## src/rtl/pipeline_hazard_ctrl_if.sv

```systemverilog
// Issue-control bundle between the DOF stage decode and the hazard controller.
// Carries the DOF instruction fields, the EX branch outcome, the counter clear,
// and the pipeline enables, stall/flush indications and performance counters.
//   master : decode/datapath side (drives instruction fields, reads controls)
//   slave  : pipeline_hazard_ctrl
interface pipeline_hazard_ctrl_if;
  logic       in_valid;
  logic [2:0] AA;
  logic [2:0] BA;
  logic [2:0] DA;
  logic       RW;
  logic       MA;
  logic       MB;
  logic [1:0] BS;
  logic       br_taken;
  logic       clr_cnt;

  logic       pc_en;
  logic       ir_en;
  logic       bubble;
  logic       flush;
  logic       DHS;
  logic [1:0] state;
  logic [7:0] stall_cnt;
  logic [7:0] flush_cnt;

  modport master (
    output in_valid, AA, BA, DA, RW, MA, MB, BS, br_taken, clr_cnt,
    input  pc_en, ir_en, bubble, flush, DHS, state, stall_cnt, flush_cnt
  );

  modport slave (
    input  in_valid, AA, BA, DA, RW, MA, MB, BS, br_taken, clr_cnt,
    output pc_en, ir_en, bubble, flush, DHS, state, stall_cnt, flush_cnt
  );
endinterface

```

## src/rtl/pipeline_hazard_ctrl.sv

```systemverilog
// Issue controller for the 4-stage IF/DOF/EX/WB pipeline of the 8-register
// datapath. Tracks EX/WB destinations, stalls DOF on read-after-write hazards,
// resolves predict-not-taken branches one cycle after issue, and counts
// stall and flush cycles (saturating at 255).
// Ports:
//   clk     : rising-edge clock
//   reset_n : asynchronous active-low reset
//   bus     : pipeline_hazard_ctrl_if.slave (instruction fields in, controls out)
//
// state  | meaning
// RUN    | normal issue, no branch awaiting resolution
// STALL  | previous cycle stalled DOF on a data hazard
// BRANCH | a branch issued last cycle; br_taken is evaluated now
module pipeline_hazard_ctrl (
  input  logic                   clk,
  input  logic                   reset_n,
  pipeline_hazard_ctrl_if.slave  bus
);

  localparam logic [1:0] ST_RUN    = 2'd0;
  localparam logic [1:0] ST_STALL  = 2'd1;
  localparam logic [1:0] ST_BRANCH = 2'd2;

  logic [1:0] state_q;
  logic [1:0] state_d;

  logic       ex_v;
  logic [2:0] ex_d;
  logic       wb_v;
  logic [2:0] wb_d;

  logic [7:0] stall_cnt_q;
  logic [7:0] flush_cnt_q;

  logic hz_a;
  logic hz_b;
  logic kill;
  logic haz;

  assign kill = (state_q == ST_BRANCH) & bus.br_taken;

  assign hz_a = ~bus.MA & ((ex_v & (bus.AA == ex_d)) | (wb_v & (bus.AA == wb_d)));
  assign hz_b = ~bus.MB & ((ex_v & (bus.BA == ex_d)) | (wb_v & (bus.BA == wb_d)));

  // A taken branch discards the DOF instruction, so its hazard is irrelevant.
  assign haz = bus.in_valid & (hz_a | hz_b) & ~kill;

  always_comb begin
    bus.pc_en  = 1'b1;
    bus.ir_en  = 1'b1;
    bus.bubble = 1'b0;
    bus.flush  = 1'b0;
    bus.DHS    = 1'b1;
    if (kill) begin
      bus.flush  = 1'b1;
      bus.bubble = 1'b1;
    end else if (haz) begin
      bus.pc_en  = 1'b0;
      bus.ir_en  = 1'b0;
      bus.bubble = 1'b1;
      bus.DHS    = 1'b0;
    end
  end

  always_comb begin
    state_d = ST_RUN;
    if (kill) begin
      state_d = ST_RUN;
    end else if (haz) begin
      state_d = ST_STALL;
    end else if (bus.in_valid & (bus.BS != 2'b00)) begin
      state_d = ST_BRANCH;
    end
  end

  always_ff @(posedge clk or negedge reset_n) begin
    if (!reset_n) begin
      state_q <= ST_RUN;
    end else begin
      state_q <= state_d;
    end
  end

  // R0 is hardwired, so writes to it never create a dependency.
  always_ff @(posedge clk or negedge reset_n) begin
    if (!reset_n) begin
      ex_v <= 1'b0;
      ex_d <= 3'd0;
      wb_v <= 1'b0;
      wb_d <= 3'd0;
    end else begin
      wb_v <= ex_v;
      wb_d <= ex_d;
      ex_v <= bus.in_valid & bus.RW & ~bus.bubble & (bus.DA != 3'd0);
      ex_d <= bus.DA;
    end
  end

  always_ff @(posedge clk or negedge reset_n) begin
    if (!reset_n) begin
      stall_cnt_q <= 8'd0;
      flush_cnt_q <= 8'd0;
    end else if (bus.clr_cnt) begin
      stall_cnt_q <= 8'd0;
      flush_cnt_q <= 8'd0;
    end else begin
      if (haz && (stall_cnt_q != 8'hFF)) begin
        stall_cnt_q <= stall_cnt_q + 8'd1;
      end
      if (kill && (flush_cnt_q != 8'hFF)) begin
        flush_cnt_q <= flush_cnt_q + 8'd1;
      end
    end
  end

  assign bus.state     = state_q;
  assign bus.stall_cnt = stall_cnt_q;
  assign bus.flush_cnt = flush_cnt_q;

endmodule
```

## src/flat_wrapper.sv

```systemverilog
// flat-port wrapper written by rule: the top's interface ports become plain ports
module pipeline_hazard_ctrl_flat 
  (clk, reset_n, bus_in_valid, bus_AA, bus_BA, bus_DA, bus_RW, bus_MA, bus_MB, bus_BS, bus_br_taken, bus_clr_cnt, bus_pc_en, bus_ir_en, bus_bubble, bus_flush, bus_DHS, bus_state, bus_stall_cnt, bus_flush_cnt);
  pipeline_hazard_ctrl_if bus_i ();
  input  logic clk;
  input  logic reset_n;
  input wire logic [$bits(bus_i.in_valid)-1:0] bus_in_valid;
  input wire logic [$bits(bus_i.AA)-1:0] bus_AA;
  input wire logic [$bits(bus_i.BA)-1:0] bus_BA;
  input wire logic [$bits(bus_i.DA)-1:0] bus_DA;
  input wire logic [$bits(bus_i.RW)-1:0] bus_RW;
  input wire logic [$bits(bus_i.MA)-1:0] bus_MA;
  input wire logic [$bits(bus_i.MB)-1:0] bus_MB;
  input wire logic [$bits(bus_i.BS)-1:0] bus_BS;
  input wire logic [$bits(bus_i.br_taken)-1:0] bus_br_taken;
  input wire logic [$bits(bus_i.clr_cnt)-1:0] bus_clr_cnt;
  output wire logic [$bits(bus_i.pc_en)-1:0] bus_pc_en;
  output wire logic [$bits(bus_i.ir_en)-1:0] bus_ir_en;
  output wire logic [$bits(bus_i.bubble)-1:0] bus_bubble;
  output wire logic [$bits(bus_i.flush)-1:0] bus_flush;
  output wire logic [$bits(bus_i.DHS)-1:0] bus_DHS;
  output wire logic [$bits(bus_i.state)-1:0] bus_state;
  output wire logic [$bits(bus_i.stall_cnt)-1:0] bus_stall_cnt;
  output wire logic [$bits(bus_i.flush_cnt)-1:0] bus_flush_cnt;
  assign bus_i.in_valid = bus_in_valid;
  assign bus_i.AA = bus_AA;
  assign bus_i.BA = bus_BA;
  assign bus_i.DA = bus_DA;
  assign bus_i.RW = bus_RW;
  assign bus_i.MA = bus_MA;
  assign bus_i.MB = bus_MB;
  assign bus_i.BS = bus_BS;
  assign bus_i.br_taken = bus_br_taken;
  assign bus_i.clr_cnt = bus_clr_cnt;
  assign bus_pc_en = bus_i.pc_en;
  assign bus_ir_en = bus_i.ir_en;
  assign bus_bubble = bus_i.bubble;
  assign bus_flush = bus_i.flush;
  assign bus_DHS = bus_i.DHS;
  assign bus_state = bus_i.state;
  assign bus_stall_cnt = bus_i.stall_cnt;
  assign bus_flush_cnt = bus_i.flush_cnt;
  pipeline_hazard_ctrl u_core (.clk(clk), .reset_n(reset_n), .bus(bus_i));
endmodule
```

## config.mk

```make
export PLATFORM = sky130hd
export DESIGN_NAME = pipeline_hazard_ctrl_flat
export DESIGN_NICKNAME = d
export VERILOG_FILES = /design/src/rtl/pipeline_hazard_ctrl_if.sv /design/src/rtl/pipeline_hazard_ctrl.sv /design/src/flat_wrapper.sv
export SDC_FILE = /design/constraint.sdc
export NUM_CORES = 1
export LEC_CHECK = 0
export BUFFER_PORTS_ARGS = -buffer_cell sky130_fd_sc_hd__buf_4
export CAP_MARGIN = 30
export CORE_ASPECT_RATIO = 0.5
export CORE_MARGIN = 8
export CORE_UTILIZATION = 49
export DETAILED_ROUTE_END_ITERATION = 12
export PLACE_DENSITY_LB_ADDON = 0.15
export SYNTH_ARGS = -nofsm -noshare
export SYNTH_HDL_FRONTEND = slang
export SYNTH_SLANG_ARGS = --single-unit
export TNS_END_PERCENT = 5
```

## constraint.sdc

```tcl
create_clock -name clk -period 2.57 [get_ports clk]
set_clock_uncertainty 0.15 [all_clocks]
set_input_delay 0.257 -clock clk [delete_from_list [all_inputs] [get_ports clk]]
set_output_delay 0.257 -clock clk [all_outputs]
set_load 0.03 [all_outputs]
```

==> out/results.ini <==
[clocking]
root_buffer=clkbuf_8
cts_setup_buffers=0
cts.sinks=26
cts_buffers=3
cts_buffer_depth=2
clkSlewWorstSetupHoldPaths_ps=90
cts_tree=done
clk_latency_ps=270
htreeDepth=1

[timing]
hold_viol=0
fin_crit_sh_pct=84.4
fin_tns_setup_ps=0
hold-worst-slack_ps=80.3
finalSetupViolCount=0
rsz0062_at_grt=false
drv_slew=0
layout_setup_ws_ps=402
worstMarginPinSlew_ps=318
max_slew_margin_pct=78.8
timing.final.crit_period_ps=2170
fmax_ghz=0.461

[yosys]
synth_top_area_share_pct=50.0
seq_area_frac_synth_pct=50.0
synth-warning-count=0
synthTopCellsByArea=dfrtp_1 50%, xnor2_1 8.8%, a21oi_1 4.2%
synth.distinct_cells=30
postSynthCellCount=128
synth_nets=149
syn_area_per_cell_sq_um=10.2
ys_seq_elements=26
synth_area_sq_mm=0.00130
yosys.area.top_type=dfrtp_1

[power]
power_density_mw_per_mm2=465
p_leak_nw=0.784
total_power_mw=0.797
power_frac_comb_pct=13.5
clkPwrFrac_pct=32.6
intPower_mw=0.607
p_seq_share_pct=53.9
switchingPower_mw=0.190
swShare_pct=23.8
ir_drop_mv=0.229

[drt]
vias=1100
wirelength_um=3010
vias_per_cell=5.29
dr.first_iter.drc_count=36
routedWlPerCell_um=14.5
drtAntennaViolNets=0
first_pass_iters=4
drc=0

[setup_path]
crit_fanout=16
startpoint_type=flip-flop
cp-end-kind=flip-flop
r2r_start=u_core.wb_d[2]$_DFF_PN0_
cp.arrival_ps=2220
path_delay_family=simple AND/OR/NAND/NOR gates
worst_path_max_delay_cell=or4_1
cpPeakStageDelay_ps=510
crit_chain=xnor2_1 > nand4_1 > a211o_1 > and2_4 > or4_1 > a21oi_1
crit_path_start=u_core.wb_d[2]$_DFF_PN0_
worstPathRequired_ps=2620
path_buf_inv=0
criticalPathCategory=reg -> reg

[run_status]
status=complete, no violations

[grt]
grt_pass1_wl_um=5070
grtUsageTotal_pct=14.2
overflow=0
grt_max_degree=27
grt_pass1_vias=1125
antenna_found_initial=0

[placed_design]
dpl_cell_area_sq_mm=0.00162
dp_slack_ps=400
globalplace.congestion=0.757
io_buffer_count=41
place_hpwl_um=2290
place_inst=200

[final_layout]
fill_cells=222
final_core_util_pct=67.2
final_cell_mix=41 x buf_4, 26 x dfrtp_1, 13 x xnor2_1, 11 x a21oi_1
final_cells=208
final_cell_area_sq_mm=0.00172
diodes=0
areaGrowthSynthToFinish_pct=32.0
layout_commonest_cell=buf_4
layout-drive-gt1-share_pct=27.5
finalNetCount=193

[floorplanning]
start_util_pct=50.9
die_h_um=52.4
die_width_um=88.8
die_area_sq_mm=0.00466
core-area_sq_mm=0.00255
io_pins=42
fp-row-count=13

[min_path]
hold_class=in -> reg
hold_start=bus_RW

[flow_run]
maxCapViolCount=0

## worst register-to-register path, cell delays in order (launching register included)
cell and delay [ps]:
dfrtp_1 430, xnor2_1 180, nand4_1 150, a211o_1 310
and2_4 210, or4_1 520, a21oi_1 150
## path summary, 6_finish.rpt
check | slack (ps) | cells past startpoint | endpoint
worst max register to register | 400 | 6 | u_core.bus.stall_cnt[5]$_DFFE_PN0P_
max in group asynchronous | 1760 | 2 | u_core.wb_d[2]$_DFF_PN0_
min in group asynchronous | 260 | 2 | u_core.bus.stall_cnt[1]$_DFFE_PN0P_
worst max-delay path | 400 | 6 | u_core.bus.stall_cnt[5]$_DFFE_PN0P_
worst min-delay path | 80 | 3 | u_core.ex_v$_DFF_PN0_
worst min register to register | 260 | 0 | u_core.wb_v$_DFF_PN0_
## Yosys cell counts
cell	number
nor2b_1	1
o21a_1	1
and2_4	1
buf_4	3
nand4_1	7
a21oi_1	11
a41oi_1	1
buf_1	2
o21ai_0	5
mux2i_1	1
o31ai_1	5
xnor2_1	13
nand3_1	8
or4_1	2
nor4b_1	1
nor4_1	2
nor3_1	1
nor3b_1	1
mux2_2	1
xor2_1	3
dfrtp_1	26
clkbuf_1	1
or3_1	5
inv_1	3
nand3b_1	1
nor2_1	8
a211o_1	2
nand2_1	5
ha_1	2
and3_1	5
## power groups by stage
stage	logic (mW)	clock network (mW)	registers, mW
detailed placement	0.104	0	0.438
global placement	0.102	0	0.437
floorplan	0.0452	0	0.444
CTS	0.109	0.271	0.429
finish	0.108	0.260	0.429
global route	0.118	0.287	0.431
## metal layers
layer  wire length [um]  vias to the layer above  global-route usage (%)
li1                   -                      550                       -
met3                125                        5                    4.22
met4                 29                        0                    4.16
met5                  0                        -                       0
met2               1440                       27                    24.4
met1               1420                      518                    16.8
## cell families (layout without fill, tap and decap cells)
group | count (synthesis) | in the layout | synth area share [%]
AOI/OAI and AO/OA | 25 | 25 | 11.6
DFF | 26 | 26 | 50.0
and+or+nand+nor | 48 | 48 | 20.5
buffers and inverters | 9 | 52 | 3.46
muxes | 2 | 2 | 1.64
xor gates and xnor gates | 16 | 16 | 10.8
adders and majority gates | 2 | 2 | 1.92
## registers in the layout, summed over array words and instances (netlist names)
signal	flops
u_core.wb_v	1
u_core.bus.stall_cnt	8
u_core.ex_d	3
u_core.ex_v	1
u_core.bus.state	2
u_core.bus.flush_cnt	8
u_core.wb_d	3
## cell type report
type                       instances  area [sq um]  share of cell area (%)
sequential                        26           651                    37.9
multi-input combinational         93           604                    35.2
timing repair buffer              45           348                    20.3
clock buffer                       4          55.1                    3.21
tap                               37          46.3                    2.70
inverter                           3          11.3                   0.656
## what timing repair did
| item | CTS | global route |
|---|---|---|
| hold buffers | 4 | 0 |
| endpoints found under the hold margin | 29 | 0 |
| gates resized for setup | 0 | 0 |
Note: power is estimated with default switching activity, not from simulation.
